<file path="config.mk">
export PLATFORM = sky130hd
export DESIGN_NAME = cpu_sequencer
export DESIGN_NICKNAME = d
export VERILOG_FILES = /design/src/rtl/cpu_pkg.sv /design/src/rtl/seq_watchdog.sv /design/src/rtl/cpu_sequencer.sv
export SDC_FILE = /design/constraint.sdc
export NUM_CORES = 1
export LEC_CHECK = 0
export CAP_MARGIN = 20
export CORE_MARGIN = 5
export CORE_UTILIZATION = 54
export DETAILED_ROUTE_END_ITERATION = 12
export GPL_ROUTABILITY_DRIVEN = 0
export GPL_TIMING_DRIVEN = 0
export HOLD_SLACK_MARGIN = 0.05
export PLACE_DENSITY = 0.92
export SYNTH_ARGS = -nofsm -noshare
export SYNTH_HDL_FRONTEND = slang
export SYNTH_SLANG_ARGS = --single-unit
</file>
<file path="constraint.sdc">
create_clock -name clk_i -period 3.85 [get_ports clk_i]
set_input_delay 0.77 -clock clk_i [delete_from_list [all_inputs] [get_ports clk_i]]
set_output_delay 0.77 -clock clk_i [all_outputs]
set_load 0.02 [all_outputs]
</file>
<file path="src/rtl/cpu_pkg.sv">
// Shared opcodes, ALU encodings, sequencer states and control word for the 8-bit accumulator CPU.
package cpu_pkg;

   localparam logic [3:0] OP_LDA = 4'b1000;
   localparam logic [3:0] OP_LDB = 4'b0100;
   localparam logic [3:0] OP_ADD = 4'b0010;
   localparam logic [3:0] OP_SUB = 4'b0001;
   localparam logic [3:0] OP_MUL = 4'b1100;
   localparam logic [3:0] OP_DIV = 4'b1010;
   localparam logic [3:0] OP_JMP = 4'b1001;
   localparam logic [3:0] OP_HLT = 4'b1111;

   localparam logic [2:0] ALU_PASS = 3'd0;
   localparam logic [2:0] ALU_ADD  = 3'd1;
   localparam logic [2:0] ALU_SUB  = 3'd2;
   localparam logic [2:0] ALU_MUL  = 3'd3;
   localparam logic [2:0] ALU_DIV  = 3'd4;

   typedef enum logic [2:0] {
      S_IDLE, S_F_ADDR, S_F_WAIT, S_DECODE, S_X_ADDR, S_X_WAIT, S_X_ALU, S_HALT
   } state_e;

   typedef struct packed {
      logic       pc_en;
      logic       pc_inc;
      logic       pc_load;
      logic       mar_load;
      logic       mar_sel;
      logic       ram_rd;
      logic       ir_load;
      logic       a_load;
      logic       b_load;
      logic [2:0] alu_op;
      logic       alu_start;
   } ctrl_t;

   function automatic logic is_legal(input logic [3:0] op);
      case (op)
         OP_LDA, OP_LDB, OP_ADD, OP_SUB, OP_MUL, OP_DIV, OP_JMP, OP_HLT: return 1'b1;
         default: return 1'b0;
      endcase
   endfunction

   function automatic logic is_multi(input logic [3:0] op);
      return (op == OP_MUL) || (op == OP_DIV);
   endfunction

   function automatic logic [2:0] alu_of(input logic [3:0] op);
      case (op)
         OP_ADD:  return ALU_ADD;
         OP_SUB:  return ALU_SUB;
         OP_MUL:  return ALU_MUL;
         OP_DIV:  return ALU_DIV;
         default: return ALU_PASS;
      endcase
   endfunction

endpackage

</file>
<file path="src/rtl/seq_watchdog.sv">
// Handshake watchdog: reloads to TMO while cleared, counts down while enabled,
// and flags expiry on the first enabled cycle after TMO cycles have elapsed.
module seq_watchdog #(
   parameter int TMO = 15
) (
   input  logic clk_i,
   input  logic rst_ni,
   input  logic clr_i,
   input  logic en_i,
   output logic expired_o
);
   localparam int CW = $clog2(TMO + 1);

   logic [CW-1:0] cnt_q, cnt_d;

   always_comb begin
      cnt_d = cnt_q;
      if (clr_i) begin
         cnt_d = CW'(TMO);
      end else if (en_i && (cnt_q != '0)) begin
         cnt_d = cnt_q - 1'b1;
      end
   end

   always_ff @(posedge clk_i or negedge rst_ni) begin
      if (!rst_ni) begin
         cnt_q <= CW'(TMO);
      end else begin
         cnt_q <= cnt_d;
      end
   end

   assign expired_o = en_i && (cnt_q == '0);

endmodule

</file>
<file path="src/rtl/cpu_sequencer.sv">
// Multi-cycle fetch/decode/execute sequencer for the 8-bit accumulator CPU.
// state    | meaning
// IDLE     | waiting for run
// F_ADDR   | PC -> MAR
// F_WAIT   | instruction read, IR load + PC increment on mem_ready
// DECODE   | latch opcode/address; JMP/HLT/illegal finish here
// X_ADDR   | latched address -> MAR
// X_WAIT   | operand read, load or ALU start on mem_ready
// X_ALU    | waiting for MUL/DIV done
// HALT     | stopped until reset
module cpu_sequencer
   import cpu_pkg::*;
#(
   parameter int OPW     = 4,
   parameter int ADW     = 4,
   parameter int MEM_TMO = 15,
   parameter int ALU_TMO = 31
) (
   input  logic           clk_i,
   input  logic           rst_ni,
   input  logic           run_i,
   input  logic [OPW-1:0] ir_op_i,
   input  logic [ADW-1:0] ir_addr_i,
   input  logic           mem_ready_i,
   input  logic           alu_done_i,
   output logic           pc_en_o,
   output logic           pc_inc_o,
   output logic           pc_load_o,
   output logic [ADW-1:0] jmp_addr_o,
   output logic           mar_load_o,
   output logic           mar_sel_o,
   output logic           ram_rd_o,
   output logic           ir_load_o,
   output logic           a_load_o,
   output logic           b_load_o,
   output logic [2:0]     alu_op_o,
   output logic           alu_start_o,
   output logic           halted_o,
   output logic           fault_o,
   output logic [7:0]     instr_cnt_o
);
   state_e         state_q, state_d, ret_state;
   logic [OPW-1:0] op_q, op_d;
   logic [ADW-1:0] addr_q, addr_d;
   logic           fault_q, halted_q;
   logic [7:0]     cnt_q;
   logic           retire, fault_set;
   logic           mem_wait, mem_exp, alu_exp;
   ctrl_t          ctrl;

   assign mem_wait = (state_q == S_F_WAIT) || (state_q == S_X_WAIT);

   seq_watchdog #(.TMO(MEM_TMO)) u_mem_wd (
      .clk_i(clk_i), .rst_ni(rst_ni), .clr_i(!mem_wait), .en_i(mem_wait), .expired_o(mem_exp)
   );

   seq_watchdog #(.TMO(ALU_TMO)) u_alu_wd (
      .clk_i(clk_i), .rst_ni(rst_ni), .clr_i(state_q != S_X_ALU), .en_i(state_q == S_X_ALU),
      .expired_o(alu_exp)
   );

   assign op_d   = (state_q == S_DECODE) ? ir_op_i   : op_q;
   assign addr_d = (state_q == S_DECODE) ? ir_addr_i : addr_q;

   always_ff @(posedge clk_i or negedge rst_ni) begin
      if (!rst_ni) begin
         state_q  <= S_IDLE;
         op_q     <= '0;
         addr_q   <= '0;
         fault_q  <= 1'b0;
         halted_q <= 1'b0;
         cnt_q    <= '0;
      end else begin
         state_q  <= state_d;
         op_q     <= op_d;
         addr_q   <= addr_d;
         fault_q  <= fault_q || fault_set;
         halted_q <= (state_d == S_HALT);
         cnt_q    <= cnt_q + 8'(retire);
      end
   end

   always_comb begin
      state_d   = state_q;
      retire    = 1'b0;
      fault_set = 1'b0;
      ret_state = run_i ? S_F_ADDR : S_IDLE;
      case (state_q)
         S_IDLE:   if (run_i) state_d = S_F_ADDR;
         S_F_ADDR: state_d = S_F_WAIT;
         S_F_WAIT: begin
            if (mem_ready_i) begin
               state_d = S_DECODE;
            end else if (mem_exp) begin
               state_d   = S_HALT;
               fault_set = 1'b1;
            end
         end
         S_DECODE: begin
            if (ir_op_i == OP_HLT) begin
               state_d = S_HALT;
               retire  = 1'b1;
            end else if ((ir_op_i == OP_JMP) || !is_legal(ir_op_i)) begin
               state_d   = ret_state;
               retire    = 1'b1;
               fault_set = !is_legal(ir_op_i);
            end else begin
               state_d = S_X_ADDR;
            end
         end
         S_X_ADDR: state_d = S_X_WAIT;
         S_X_WAIT: begin
            if (mem_ready_i) begin
               if (is_multi(op_q)) begin
                  state_d = S_X_ALU;
               end else begin
                  state_d = ret_state;
                  retire  = 1'b1;
               end
            end else if (mem_exp) begin
               state_d   = S_HALT;
               fault_set = 1'b1;
            end
         end
         S_X_ALU: begin
            // alu_done is only looked at from here, so a done coincident with start is ignored
            if (alu_done_i) begin
               state_d = ret_state;
               retire  = 1'b1;
            end else if (alu_exp) begin
               state_d   = S_HALT;
               fault_set = 1'b1;
            end
         end
         S_HALT:   state_d = S_HALT;
         default:  state_d = S_IDLE;
      endcase
   end

   always_comb begin
      ctrl = '0;
      case (state_q)
         S_F_ADDR: begin
            ctrl.pc_en    = 1'b1;
            ctrl.mar_load = 1'b1;
         end
         S_F_WAIT: begin
            ctrl.ram_rd  = 1'b1;
            ctrl.ir_load = mem_ready_i;
            ctrl.pc_inc  = mem_ready_i;
         end
         S_DECODE: ctrl.pc_load = (ir_op_i == OP_JMP);
         S_X_ADDR: begin
            ctrl.mar_load = 1'b1;
            ctrl.mar_sel  = 1'b1;
         end
         S_X_WAIT: begin
            ctrl.ram_rd = 1'b1;
            if (mem_ready_i) begin
               ctrl.alu_op    = alu_of(op_q);
               ctrl.a_load    = (op_q == OP_LDA);
               ctrl.b_load    = (op_q == OP_LDB) || (op_q == OP_ADD) || (op_q == OP_SUB);
               ctrl.alu_start = is_multi(op_q);
            end
         end
         S_X_ALU: begin
            ctrl.alu_op = alu_of(op_q);
            ctrl.b_load = alu_done_i;
         end
         default: ctrl = '0;
      endcase
   end

   assign pc_en_o     = ctrl.pc_en;
   assign pc_inc_o    = ctrl.pc_inc;
   assign pc_load_o   = ctrl.pc_load;
   assign mar_load_o  = ctrl.mar_load;
   assign mar_sel_o   = ctrl.mar_sel;
   assign ram_rd_o    = ctrl.ram_rd;
   assign ir_load_o   = ctrl.ir_load;
   assign a_load_o    = ctrl.a_load;
   assign b_load_o    = ctrl.b_load;
   assign alu_op_o    = ctrl.alu_op;
   assign alu_start_o = ctrl.alu_start;
   // The PC loads at the end of DECODE, before the address register has captured it
   assign jmp_addr_o  = (state_q == S_DECODE) ? ir_addr_i : addr_q;
   assign halted_o    = halted_q;
   assign fault_o     = fault_q;
   assign instr_cnt_o = cnt_q;

endmodule
</file>
==> out/metrics.cfg <==
[die]
io_pins=40
die_y_um=67.3
die-width_um=67.3
design.core.area_um2=3100
num_rows=20
initial_utilization=0.572
die_area_um2=4530

[timing]
relSlewSlack=0.560
finalSetupViolCount=0
maxSlewViolCount=0
hold_viol=0
fin_crit_ns=3.44
fin_crit_sh=0.894
rsz0062_at_grt=no
worst_pin_slew_ns=0.658
tns_ns=0
max_freq_ghz=0.290
clock-skew-final_ns=0.00859

[cts]
clk_path_buf_depth=2
clkTransAtPathRegs_ns=0.10
cts.sinks=30
cts_buffers=5
htree_levels=2
cts_tree=done
hold_buffers=0
clk_latency_ns=0.34
root_buffer=clkbuf_4
cts_resized=0
cts_setup_buffers=0

[final_layout]
syn2layout_area_growth_pct=29.7
drive_above_1_share=0.137
n_fill_cell=248
final_cell_mix=nand2_1 (39), clkdlybuf4s50_1 (38), dfrtp_1 (21), nor2_1 (12), xnor2_1 (10)
diodes=0
layout_commonest_cell=nand2_1
final_nets=262
stdcell_count=285
design_area_um2=2300

[global_route]
gr-total-overflow=0
grt_start_max_net_pins=20
top_usage_layer=met2
use_met2=0.303
use_met1=0.233
grt_pass1_vias=1425
met3_usage=0.0532
track_usage=0.189
grt_antenna_before_repair=0
grt_pass1_wl_mm=6.33

[routing]
vias_per_cell=5.22
wl_mm=3.70
drtPass1Iterations=4
drt.antenna.violating_nets=0
vias=1487
post-route-drc-count=0
drt_iter0_markers=90
wire_per_inst_um=13.0

[logic_synthesis]
synth-edff-count=0
ys_types=47
synth_area_per_cell_um2=9.15
async_flop_share=1.00
ys_seq_area_frac=0.429
ys_ff_latch=30
ys.warnings.count=0
synth_fp_nets=216
syn_inst=194
synth_area_um2=1780
yosys_most_used_dff=dfrtp_1

[power]
intPower_mw=0.855
p_seq_frac=0.335
swShare=0.416
ir_drop_mv=0.438
clkPwrFrac=0.139
switching_power_mw=0.610
comb_power_share=0.526
p_leak_nw=1.01
power.density_nw_per_um2=637

[worst_hold_path]
min_path_cells=2
hp-class=flip-flop to flip-flop

[placed_design]
dp_hpwl_mm=2.84
place_area_um2=2240
port_buffers=38
dp_cells=277

[worst_setup_path]
start_kind=primary input
arrival_ns=2.67
rr_worst_depth=10
required_ns=3.08
end_kind=output pin
critPathKind=primary input to output pin
worst-path-max-fanout=7

[run_status]
outcome=complete, no violations

[run]
cap_violations=0

[layer usage]
metal  up-vias  share of wire
met5         -              0
met4         0          0.020
met3         6          0.060
met2        34           0.46
met1       688           0.46
li1        759              -
[power by group through the flow]
stage               clock [mW]  combinational (mW)  sequential [mW]
global route             0.223               0.854            0.506
detailed placement           0               0.772            0.496
global placement             0               0.757            0.492
floorplan                    0               0.465            0.517
CTS                      0.210               0.778            0.490
finish                   0.203               0.772            0.491
[cell usage after synthesis (3+ instances only)]
cell type  number  share of area
buf_2           6          0.017
o211ai_1        3          0.013
nand3_1         3         0.0085
xnor2_1        10          0.049
xor2_1          3          0.015
a211oi_1        3          0.013
nor2_1         12          0.025
inv_1           7          0.015
dfstp_2         9           0.13
nor3_1          7          0.020
nand2b_1        4          0.014
ha_1            9          0.063
nor3b_1         4          0.017
a21oi_1         8          0.023
o21ai_0         9          0.025
dfrtp_1        21           0.30
nand2_1        39          0.082
[worst max-delay path, stage by stage]
cell             delay (ns)
clkdlybuf4s50_1        0.60
and4b_1                0.30
nor2_1                 0.10
nor3b_1                0.25
clkdlybuf4s50_1        0.65
[area by class of cell]
type / instances / area [um^2] / share of cell area
multi-input cells: 147 / 923 / 0.401
clock inverters: 2 / 12.5 / 0.00543
flip-flops and latches: 30 / 762 / 0.331
clock buffers: 6 / 51.3 / 0.0223
inverters: 7 / 26.3 / 0.0114
well taps: 44 / 55.1 / 0.0239
repair buffers: 39 / 408 / 0.177
plain buffers: 10 / 63.8 / 0.0277
[cells by family after synthesis]
family	count (synthesis)	synth area share
compound gates	34	0.128
xor+xnor	13	0.0641
fa+ha+maj	9	0.0634
buf+inv	17	0.0507
flops	30	0.429
simple gates	91	0.265
[final timing paths]
check | end | slack [ns] | start
worst max register to register | instr_cnt_o[7]$_DFF_PN0_ | 1.67 | state_q[1]$_DFF_PN0_
worst min-delay path | addr_q[0]$_DFF_PN0_ | 0.48 | addr_q[0]$_DFF_PN0_
worst max-delay path | alu_op_o[2] | 0.41 | mem_ready_i
worst min register to register | addr_q[0]$_DFF_PN0_ | 0.48 | addr_q[0]$_DFF_PN0_
max in group asynchronous | u_alu_wd.cnt_q[4]$_DFFE_PN1P_ | 2.44 | rst_ni
min in group asynchronous | fault_o$_DFF_PN0_ | 0.81 | rst_ni
[sequential cells by signal (all words and copies together) (netlist names)]
name and count:
halted_o 1, state_q 3, fault_o 1, instr_cnt_o 8, u_mem_wd.cnt_q 4, addr_q 4, op_q 4, u_alu_wd.cnt_q 5
[per-stage QoR]
step / worst slack, ns / total power [mW] / hold WS, ns / utilization
finish: 0.407 / 1.47 / 0.477 / 0.742
global route: 0.338 / 1.58 / 0.510 / 0.742
CTS: 0.425 / 1.48 / 0.482 / 0.742
detailed placement: 0.439 / 1.27 / 0.456 / 0.721
global placement: 0.423 / 1.25 / 0.456 / 0.713
floorplan: 1.35 / 0.981 / 0.474 / -
Power figures use the tool's default switching activity.
